[src/rtl/reg_bank_write_sched.sv]
// Write-port scheduler for a register bank: round-robin arbitration between
// requesters, plus a clear sweep after reset or on clear_req.
module reg_bank_write_sched #(
  parameter int unsigned NUM_REQ     = 4,
  parameter int unsigned ADDR_W      = 3,
  parameter int unsigned DATA_W      = 8,
  parameter int unsigned NUM_REGS    = 8,
  parameter int unsigned CLEAR_VALUE = 0
) (
  input  logic                        clk,
  input  logic                        reset_n,
  input  logic [NUM_REQ-1:0]          req_valid,
  output logic [NUM_REQ-1:0]          req_ready,
  input  logic [NUM_REQ*ADDR_W-1:0]   req_addr,
  input  logic [NUM_REQ*DATA_W-1:0]   req_data,
  input  logic                        clear_req,
  output logic                        clear_busy,
  output logic                        wr_en,
  output logic [ADDR_W-1:0]           wr_addr,
  output logic [DATA_W-1:0]           wr_data,
  output logic [2:0]                  wr_src,
  output logic                        wr_is_clear
);

  localparam int unsigned PTR_W = (NUM_REQ > 1) ? $clog2(NUM_REQ) : 1;
  localparam int unsigned PAD_W = 1 << PTR_W;
  localparam logic [ADDR_W-1:0] LAST_ADDR = ADDR_W'(NUM_REGS - 1);
  localparam logic [DATA_W-1:0] CLR_DATA  = DATA_W'(CLEAR_VALUE);
  localparam logic [PTR_W-1:0]  LAST_REQ  = PTR_W'(NUM_REQ - 1);

  typedef enum logic {ST_CLEAR, ST_ARB} state_t;

  state_t              r_state;
  logic [ADDR_W-1:0]   r_sweep_cnt;
  logic [PTR_W-1:0]    r_rr_ptr;
  logic                r_wr_en;
  logic [ADDR_W-1:0]   r_wr_addr;
  logic [DATA_W-1:0]   r_wr_data;
  logic [2:0]          r_wr_src;
  logic                r_wr_is_clear;

  logic [PAD_W-1:0]    w_valid_pad;
  logic [31:0]         w_sum;
  logic [PTR_W-1:0]    w_idx;
  logic                w_found;
  logic [PTR_W-1:0]    w_winner;
  logic [PTR_W-1:0]    w_next_ptr;
  logic                w_grant;
  logic [ADDR_W-1:0]   w_win_addr;
  logic [DATA_W-1:0]   w_win_data;

  // First valid requester at or after the round-robin pointer, wrapping.
  always_comb begin
    w_valid_pad = PAD_W'(req_valid);
    w_sum       = '0;
    w_idx       = '0;
    w_found     = 1'b0;
    w_winner    = '0;
    for (int unsigned k = 0; k < NUM_REQ; k++) begin
      w_sum = (32'(r_rr_ptr) + k) % NUM_REQ;
      w_idx = PTR_W'(w_sum);
      if (!w_found && w_valid_pad[w_idx]) begin
        w_found  = 1'b1;
        w_winner = w_idx;
      end
    end
  end

  assign w_grant    = (r_state == ST_ARB) && !clear_req && w_found;
  assign w_next_ptr = (w_winner == LAST_REQ) ? '0 : w_winner + PTR_W'(1);
  assign clear_busy = (r_state == ST_CLEAR);

  always_comb begin
    req_ready  = '0;
    w_win_addr = '0;
    w_win_data = '0;
    for (int unsigned i = 0; i < NUM_REQ; i++) begin
      if (PTR_W'(i) == w_winner) begin
        req_ready[i] = w_grant;
        w_win_addr   = req_addr[i*ADDR_W +: ADDR_W];
        w_win_data   = req_data[i*DATA_W +: DATA_W];
      end
    end
  end

  always_ff @(posedge clk or negedge reset_n) begin
    if (!reset_n) begin
      r_state       <= ST_CLEAR;
      r_sweep_cnt   <= '0;
      r_rr_ptr      <= '0;
      r_wr_en       <= 1'b0;
      r_wr_addr     <= '0;
      r_wr_data     <= '0;
      r_wr_src      <= '0;
      r_wr_is_clear <= 1'b0;
    end else begin
      case (r_state)
        ST_CLEAR: begin
          r_wr_en       <= 1'b1;
          r_wr_addr     <= r_sweep_cnt;
          r_wr_data     <= CLR_DATA;
          r_wr_src      <= '0;
          r_wr_is_clear <= 1'b1;
          if (r_sweep_cnt == LAST_ADDR) begin
            r_state     <= ST_ARB;
            r_sweep_cnt <= '0;
          end else begin
            r_sweep_cnt <= r_sweep_cnt + ADDR_W'(1);
          end
        end
        ST_ARB: begin
          r_wr_en       <= w_grant;
          r_wr_is_clear <= 1'b0;
          if (clear_req) begin
            r_state <= ST_CLEAR;
          end else if (w_grant) begin
            r_wr_addr <= w_win_addr;
            r_wr_data <= w_win_data;
            r_wr_src  <= 3'(w_winner);
            r_rr_ptr  <= w_next_ptr;
          end
        end
      endcase
    end
  end

  assign wr_en       = r_wr_en;
  assign wr_addr     = r_wr_addr;
  assign wr_data     = r_wr_data;
  assign wr_src      = r_wr_src;
  assign wr_is_clear = r_wr_is_clear;

endmodule

[config.mk]
export PLATFORM = sky130hd
export DESIGN_NAME = reg_bank_write_sched
export DESIGN_NICKNAME = d
export VERILOG_FILES = /design/src/rtl/reg_bank_write_sched.sv
export SDC_FILE = /design/constraint.sdc
export NUM_CORES = 1
export LEC_CHECK = 0
export BUFFER_PORTS_ARGS = -buffer_cell sky130_fd_sc_hd__buf_2
export CELL_PAD_IN_SITES_DETAIL_PLACEMENT = 1
export CELL_PAD_IN_SITES_GLOBAL_PLACEMENT = 2
export CORE_MARGIN = 2
export CORE_UTILIZATION = 21
export CTS_CLUSTER_DIAMETER = 150
export CTS_CLUSTER_SIZE = 8
export DETAILED_ROUTE_END_ITERATION = 16
export PLACE_DENSITY_LB_ADDON = 0.1
export SETUP_SLACK_MARGIN = 0.2
export SLEW_MARGIN = 20
export SYNTH_ARGS = -nofsm -noshare
export SYNTH_HDL_FRONTEND = slang
export SYNTH_SLANG_ARGS = --single-unit
[constraint.sdc]
create_clock -name clk -period 1.9 [get_ports clk]
set_clock_uncertainty 0.1 [all_clocks]
set_input_delay 0.19 -clock clk [delete_from_list [all_inputs] [get_ports clk]]
set_output_delay 0.19 -clock clk [all_outputs]
set_load 0.02 [all_outputs]
==> metrics, run 1 <==
Detailed Route Iter0 Violations=27; distinct cell type count after synthesis=29; post-synth top area share=38.2%; Slew @ Worst Pin=665 ps; Hold Crit Class=in -> reg; min Tclk post-route=2250 ps; Worst-path clk slew=80 ps; Post-synth ARST share=100%; antenna viol nets, final=0; cells after synthesis=170; placed cell area=1940 um^2; Reg-to-Reg End=wr_data[4]$_DFFE_PN0P_; RSZ-0062 raised after global routing=yes; Root Driver=clkbuf_8; antenna violations before repair=0; DRC errors left=0; Avg Vias per Cell=4.59; largest driver fanout on the critical path=4; Clock Latency Late Sink=260 ps; layout cells sized above 1=58.3%; Pre-antenna DRT Iters=2; max_cap viols=0; FP Rows=29; GPL Wtd Cong=0.716; Register-to-Register Path Depth=13; Final Cell Area=2410 um^2; CP startpoint kind=flip-flop; CTS tree=done; PD cells=1490 nW/um^2; slew margin rel.=55.5%; WL/cell=15.7 um; Initial Util=21.7%; hold_sp=req_data[28]; FF-to-FF setup slack=-300 ps; Synth Register Bits=21; number of global-route vias before repair=1,768; area of the core=6350 um^2; maximum vdd drop=0.628 mV; hold-critical path depth=3; Post-Syn Nets=227; status=complete, but fails checks; top_reg_cell synth=dfrtp_1; count leader, synth=a21oi_1; syn avg cell area=8.10 um^2; Yosys warning count=0; setup ws final=-347 ps; met2 Resource Use GR=28.8%; post-synthesis sequential area ratio=38.2%; DPL Wire Length=3800 um; ANT cells=0; Clock Path Buffers=2; FILL cells=776; Port-buffer cells=70; I/O Pins=72; f_max=445 MHz; total congestion overflow=0; met3 usage=2.82%; synth cell count leaders=a21oi_1 (35), nand2_1 (23), dfrtp_1 (21); final setup fails=15; Setup CP Type=reg -> out; Area growth syn-to-layout=74.8%; full die area=7220 um^2; final hold vios=0; PnR Total Power=3.58 mW; vias post-DR=1,597; Place WS=-397 ps; Die W=85.0 um; Nets=329; first-pass GRT wire length=8710 um; GRT Total Usage=15.2%; TritonCTS Sinks=21; GR peak layer=met2; Post-synth EDFFs=0; CTS H-Tree Depth=1; final WL=5470 um; Final Cycle Share=118%; Required @ worst endpoint=1610 ps; top post-synthesis cells by area=dfrtp_1 (38%), a21oi_1 (13%), nand2_1 (6.3%); Synth area leader=dfrtp_1; worst hold slack=83.1 ps; R2R Path Start=r_rr_ptr[1]$_DFFE_PN0P_; max-slew violations=0; synthesized cell area=1380 um^2; Hold EP=wr_data[4]$_DFFE_PN0P_; Setup TNS=-4190 ps; crit path DAT=1960 ps; Die Y=85.0 um; met1 Use GR=18.3%; pin count of the biggest net entering global routing=22; leakage=1.17 nW; Worst setup EP type=output port; Inserted Clock Buffers=3; failing checks=negative setup slack
## state kept, by name (all words and copies together) (netlist names)
signal and cells:
r_rr_ptr 2, wr_src 2, wr_en 1, wr_data 8, r_sweep_cnt 3, wr_is_clear 1
wr_addr 3, r_state 1
## timing repair
action / CTS / global route
pin swaps: 23 / 14
endpoints found under the hold margin: 21 / 0
buffers inserted: 16 / 4
gates cloned: 1 / 0
setup endpoints to repair: 19 / 19
resized for setup: 52 / 17
hold buffers: 1 / 0
## worst max-delay path: stages (launching register included)
cell and delay [ps]:
dfrtp_1 400, buf_6 130, nand2b_4 120, a21oi_4 60, a31oi_4 170, nand3_2 140, buf_6 150, ha_4 170
buf_6 120, and2_4 120, buf_6 120
## cell type report
type	count	area, um^2	area share (%)
inverter	16	62.6	2.60
tap	77	96.3	4.00
multi-input combinational	122	951	39.5
timing repair buffer	108	723	30.1
sequential	21	527	21.9
clock inverter	1	5.00	0.208
clock buffer	3	41.3	1.72
## through the flow
stage / cells / util, %
3_3_place_gp: 322 / 30.5
3_5_place_dp: 322 / 30.5
2_1_floorplan: 170 / -
5_1_grt: 348 / 37.9
6_report: 348 / 37.9
4_1_cts: 344 / 36.2
## routing by layer
| metal | vias to the layer above | routed length, um | part of all wire (%) |
|---|---|---|---|
| met5 | - | 0 | 0 |
| met4 | 0 | 30 | 0.55 |
| met3 | 4 | 225 | 4.1 |
| met2 | 36 | 2970 | 54 |
| met1 | 764 | 2240 | 41 |
| li1 | 793 | - | - |
## power by group
group | internal, mW | leakage, nW | total, mW | switching, mW
sequential | 0.638 | 0.259 | 0.778 | 0.140
combinational | 1.21 | 0.889 | 2.51 | 1.29
clock | 0.146 | 0.0255 | 0.299 | 0.153
total | 2.00 | 1.17 | 3.58 | 1.59
## kinds of logic (layout without fill, tap and decap cells)
family / count (synthesis) / after routing / synth area share, %
simple gates: 39 / 40 / 14.4
compound gates: 71 / 71 / 29.0
buf+inv: 28 / 128 / 9.45
fa+ha+maj: 6 / 6 / 5.45
mux: 4 / 4 / 3.27
other cells: 1 / 1 / 0.272
flops: 21 / 21 / 38.2
## layout by cell type, fill, tap and decap left out, types with 2 or more instances in the layout
cell       n
clkbuf_8   3
buf_2     66
ha_4       4
o22ai_1    3
o21ai_0    3
o21ai_1    8
a21oi_4    2
inv_1     14
a21oi_2   11
dfrtp_1   20
nand2b_4   2
ha_1       2
nor2_1     5
a31oi_1    6
a22oi_1    3
buf_4     22
and2_4     4
a21oi_1   22
o21ai_2    5
nor3_4     2
nand2_1   21
buf_6     18
a22oi_2    3
nand2_2    2
mux2_2     3
## worst max-delay path by stage
stage	startpoint	cells past startpoint	slack, ps	endpoint
4_1_cts	r_rr_ptr[0]$_DFFE_PN0P_	9	-390	req_ready[2]
6_report	r_rr_ptr[1]$_DFFE_PN0P_	10	-350	req_ready[2]
3_5_place_dp	r_rr_ptr[1]$_DFFE_PN0P_	8	-400	wr_addr[0]$_DFFE_PN0P_
2_1_floorplan	r_rr_ptr[1]$_DFFE_PN0P_	9	-110	wr_addr[0]$_DFFE_PN0P_
5_1_grt	r_rr_ptr[1]$_DFFE_PN0P_	10	-420	req_ready[2]
3_3_place_gp	r_rr_ptr[1]$_DFFE_PN0P_	8	-370	wr_addr[0]$_DFFE_PN0P_
(Power assumes the default switching activity.)
==> run 2: changes to the inputs <==
Settings changed: PLACE_DENSITY from default to 0.72, PLACE_DENSITY_LB_ADDON 0.1 to default.
==> run 2 against run 1 <==
Against the previous run: combinational power increased by 7%; the run still ends with negative setup slack left; cell count fell by 0.57%; largest cell class unchanged; hold slack improved by 8.4 ps; die area stayed put; core utilization increased by 0.53 points; non-clock buffer count down 2; routed wire length rose by 3.3%; cell area rose by 1.4%; sequential share of layout area shrank 0.30 points; count of clock-buffer cells in the layout up 1.
==> metrics, run 2 (synthesis gave the netlist of run 1 again) <==
WL/cell=16.3 um (was 15.7 um); antenna viol nets, final=0 (unchanged); Reg-to-Reg End=wr_addr[1]$_DFFE_PN0P_ (was wr_data[4]$_DFFE_PN0P_); number of global-route vias before repair=1,724 (was 1,768); max_cap viols=0 (unchanged); Worst-path clk slew=80 ps (about the same); worst hold slack=91.5 ps (was 83.1 ps); Hold Crit Class=in -> reg (unchanged); max-slew violations=0 (unchanged); RSZ-0062 raised after global routing=yes (unchanged); Nets=327 (was 329); commonest non-fill, non-tap cell in the layout=buf_2 (unchanged); full die area=7220 um^2 (unchanged); Setup TNS=-4710 ps (was -4190 ps); Avg Vias per Cell=4.72 (was 4.59); Port-buffer cells=70 (unchanged); GRT Total Usage=15.2% (about the same); Initial Util=21.7% (unchanged); R2R Path Start=r_rr_ptr[0]$_DFFE_PN0P_ (was r_rr_ptr[1]$_DFFE_PN0P_); Root Driver=clkbuf_8 (unchanged); setup ws final=-370 ps (was -347 ps); largest driver fanout on the critical path=6 (was 4); first-pass GRT wire length=8670 um (was 8710 um); Hold EP=wr_data[6]$_DFFE_PN0P_ (was wr_data[4]$_DFFE_PN0P_); Register-to-Register Path Depth=11 (was 13); total congestion overflow=0 (unchanged); I/O Pins=72 (unchanged); crit path DAT=1980 ps (was 1960 ps); CTS tree=done (unchanged); Required @ worst endpoint=1610 ps (about the same); Inserted Clock Buffers=3 (unchanged); hold_sp=req_data[30] (was req_data[28]); P_int=2.11 mW (was 2.00 mW); Area growth syn-to-layout=77.3% (was 74.8%); area of the core=6350 um^2 (unchanged); PD cells=1540 nW/um^2 (was 1490 nW/um^2); Final Cycle Share=119% (was 118%); CP startpoint kind=flip-flop (unchanged); DRC errors left=0 (unchanged); Die Y=85.0 um (unchanged); failing checks=negative setup slack (unchanged); placed cell area=1950 um^2 (was 1940 um^2); leakage=1.17 nW (about the same); slew margin rel.=54.0% (was 55.5%); final WL=5650 um (was 5470 um); FP Rows=29 (unchanged); logic gate share of total power=71.2% (was 69.9%); sequential share of power=20.8% (was 21.7%); TritonCTS Sinks=21 (unchanged); min Tclk post-route=2270 ps (was 2250 ps); final hold vios=0 (unchanged); Worst setup EP type=output port (unchanged); antenna violations before repair=0 (unchanged); Setup crit start=r_rr_ptr[1]$_DFFE_PN0P_ (unchanged); Setup CP Type=reg -> out (unchanged); status=complete, but fails checks (unchanged); vias post-DR=1,632 (was 1,597); maximum vdd drop=0.467 mV (was 0.628 mV); Pre-antenna DRT Iters=4 (was 2); Detailed Route Iter0 Violations=62 (was 27); FF-to-FF setup slack=-330 ps (was -300 ps); f_max=441 MHz (was 445 MHz); Clock Path Buffers=2 (unchanged); pin count of the biggest net entering global routing=22 (unchanged); hold-critical path depth=3 (unchanged); final setup fails=16 (was 15); Final Cell Area=2440 um^2 (was 2410 um^2); DPL Wire Length=3770 um (was 3800 um); switch share=43.9% (was 44.2%); Die W=85.0 um (unchanged); CTS H-Tree Depth=1 (unchanged); layout cells sized above 1=59.1% (was 58.3%); clock power share=8.0% (was 8.3%); PnR Total Power=3.76 mW (was 3.58 mW); Clock Latency Late Sink=260 ps (about the same); Slew @ Worst Pin=687 ps (was 665 ps); ANT cells=0 (unchanged); most frequent cells in the layout=buf_2 (67), nand2_1 (22), buf_4 (21) (was buf_2 (66), a21oi_1 (22), buf_4 (22)); GPL Wtd Cong=0.744 (was 0.716); Place WS=-414 ps (was -397 ps); max FFs per register=8 (unchanged); Psw=1.65 mW (was 1.59 mW)
-- run 2: cell count changes in the layout (fill, tap and decap cells not counted), sizes merged --
cell / change
clkbuf: +2
clkinv: -1
buf: -3
-- run 2: timing repair --
| item | in CTS | in global routing |
|---|---|---|
| setup endpoints to repair | 19 | 18 |
| setup buffers | 11 | 8 |
| pin swaps | 19 | 18 |
| gates cloned | 2 | 0 |
| hold endpoints to repair | 21 | 0 |
| hold buffers | 1 | 0 |
| gates resized for setup | 34 | 32 |
-- run 2: worst max-delay path by stage --
stage	to	slack, ps	depth (start not counted)
2_1_floorplan	wr_addr[0]$_DFFE_PN0P_	-110	9
3_3_place_gp	wr_addr[1]$_DFFE_PN0P_	-340	8
3_5_place_dp	wr_addr[1]$_DFFE_PN0P_	-410	8
4_1_cts	req_ready[0]	-420	6
5_1_grt	req_ready[0]	-430	8
6_report	req_ready[2]	-370	7
-- run 2: stage by stage --
| stage | cells | util [%] |
|---|---|---|
| 2_1_floorplan | 170 | - |
| 5_1_grt | 346 | 38.4 |
| 6_report | 346 | 38.4 |
| 4_1_cts | 338 | 35.3 |
| 3_3_place_gp | 320 | 30.7 |
| 3_5_place_dp | 320 | 30.7 |
-- run 2: power by group through the flow --
stage | clock network [mW] | registers [mW] | logic [mW]
floorplan | 0 | 0.896 | 1.16
global placement | 0 | 0.780 | 1.82
detailed placement | 0 | 0.789 | 1.86
CTS | 0.314 | 0.778 | 2.28
global route | 0.332 | 0.809 | 2.89
finish | 0.302 | 0.783 | 2.68
-- run 2: layout make-up --
class | count | area, um^2
Clock buffer | 4 | 45.0
Sequential cell | 21 | 527
Fill cell | 777 | 3910
Timing Repair Buffer | 106 | 747
Inverter | 16 | 65.1
Multi-Input combinational cell | 122 | 960
Tap cell | 77 | 96.3
-- run 2: routing by layer --
metal,up-vias,wire length (um),track usage (%)
met5,-,0,0
met4,0,55,3.17
met3,4,247,2.63
met2,46,2950,27.2
met1,792,2390,19.1
li1,790,-,-
-- run 2: worst max-delay path, cell delays in order (launching register included) --
cell	delay [ps]
dfrtp_2	440
nor2b_4	140
a21o_1	150
a221o_2	430
inv_4	110
ha_4	180
and2_4	150
buf_6	110
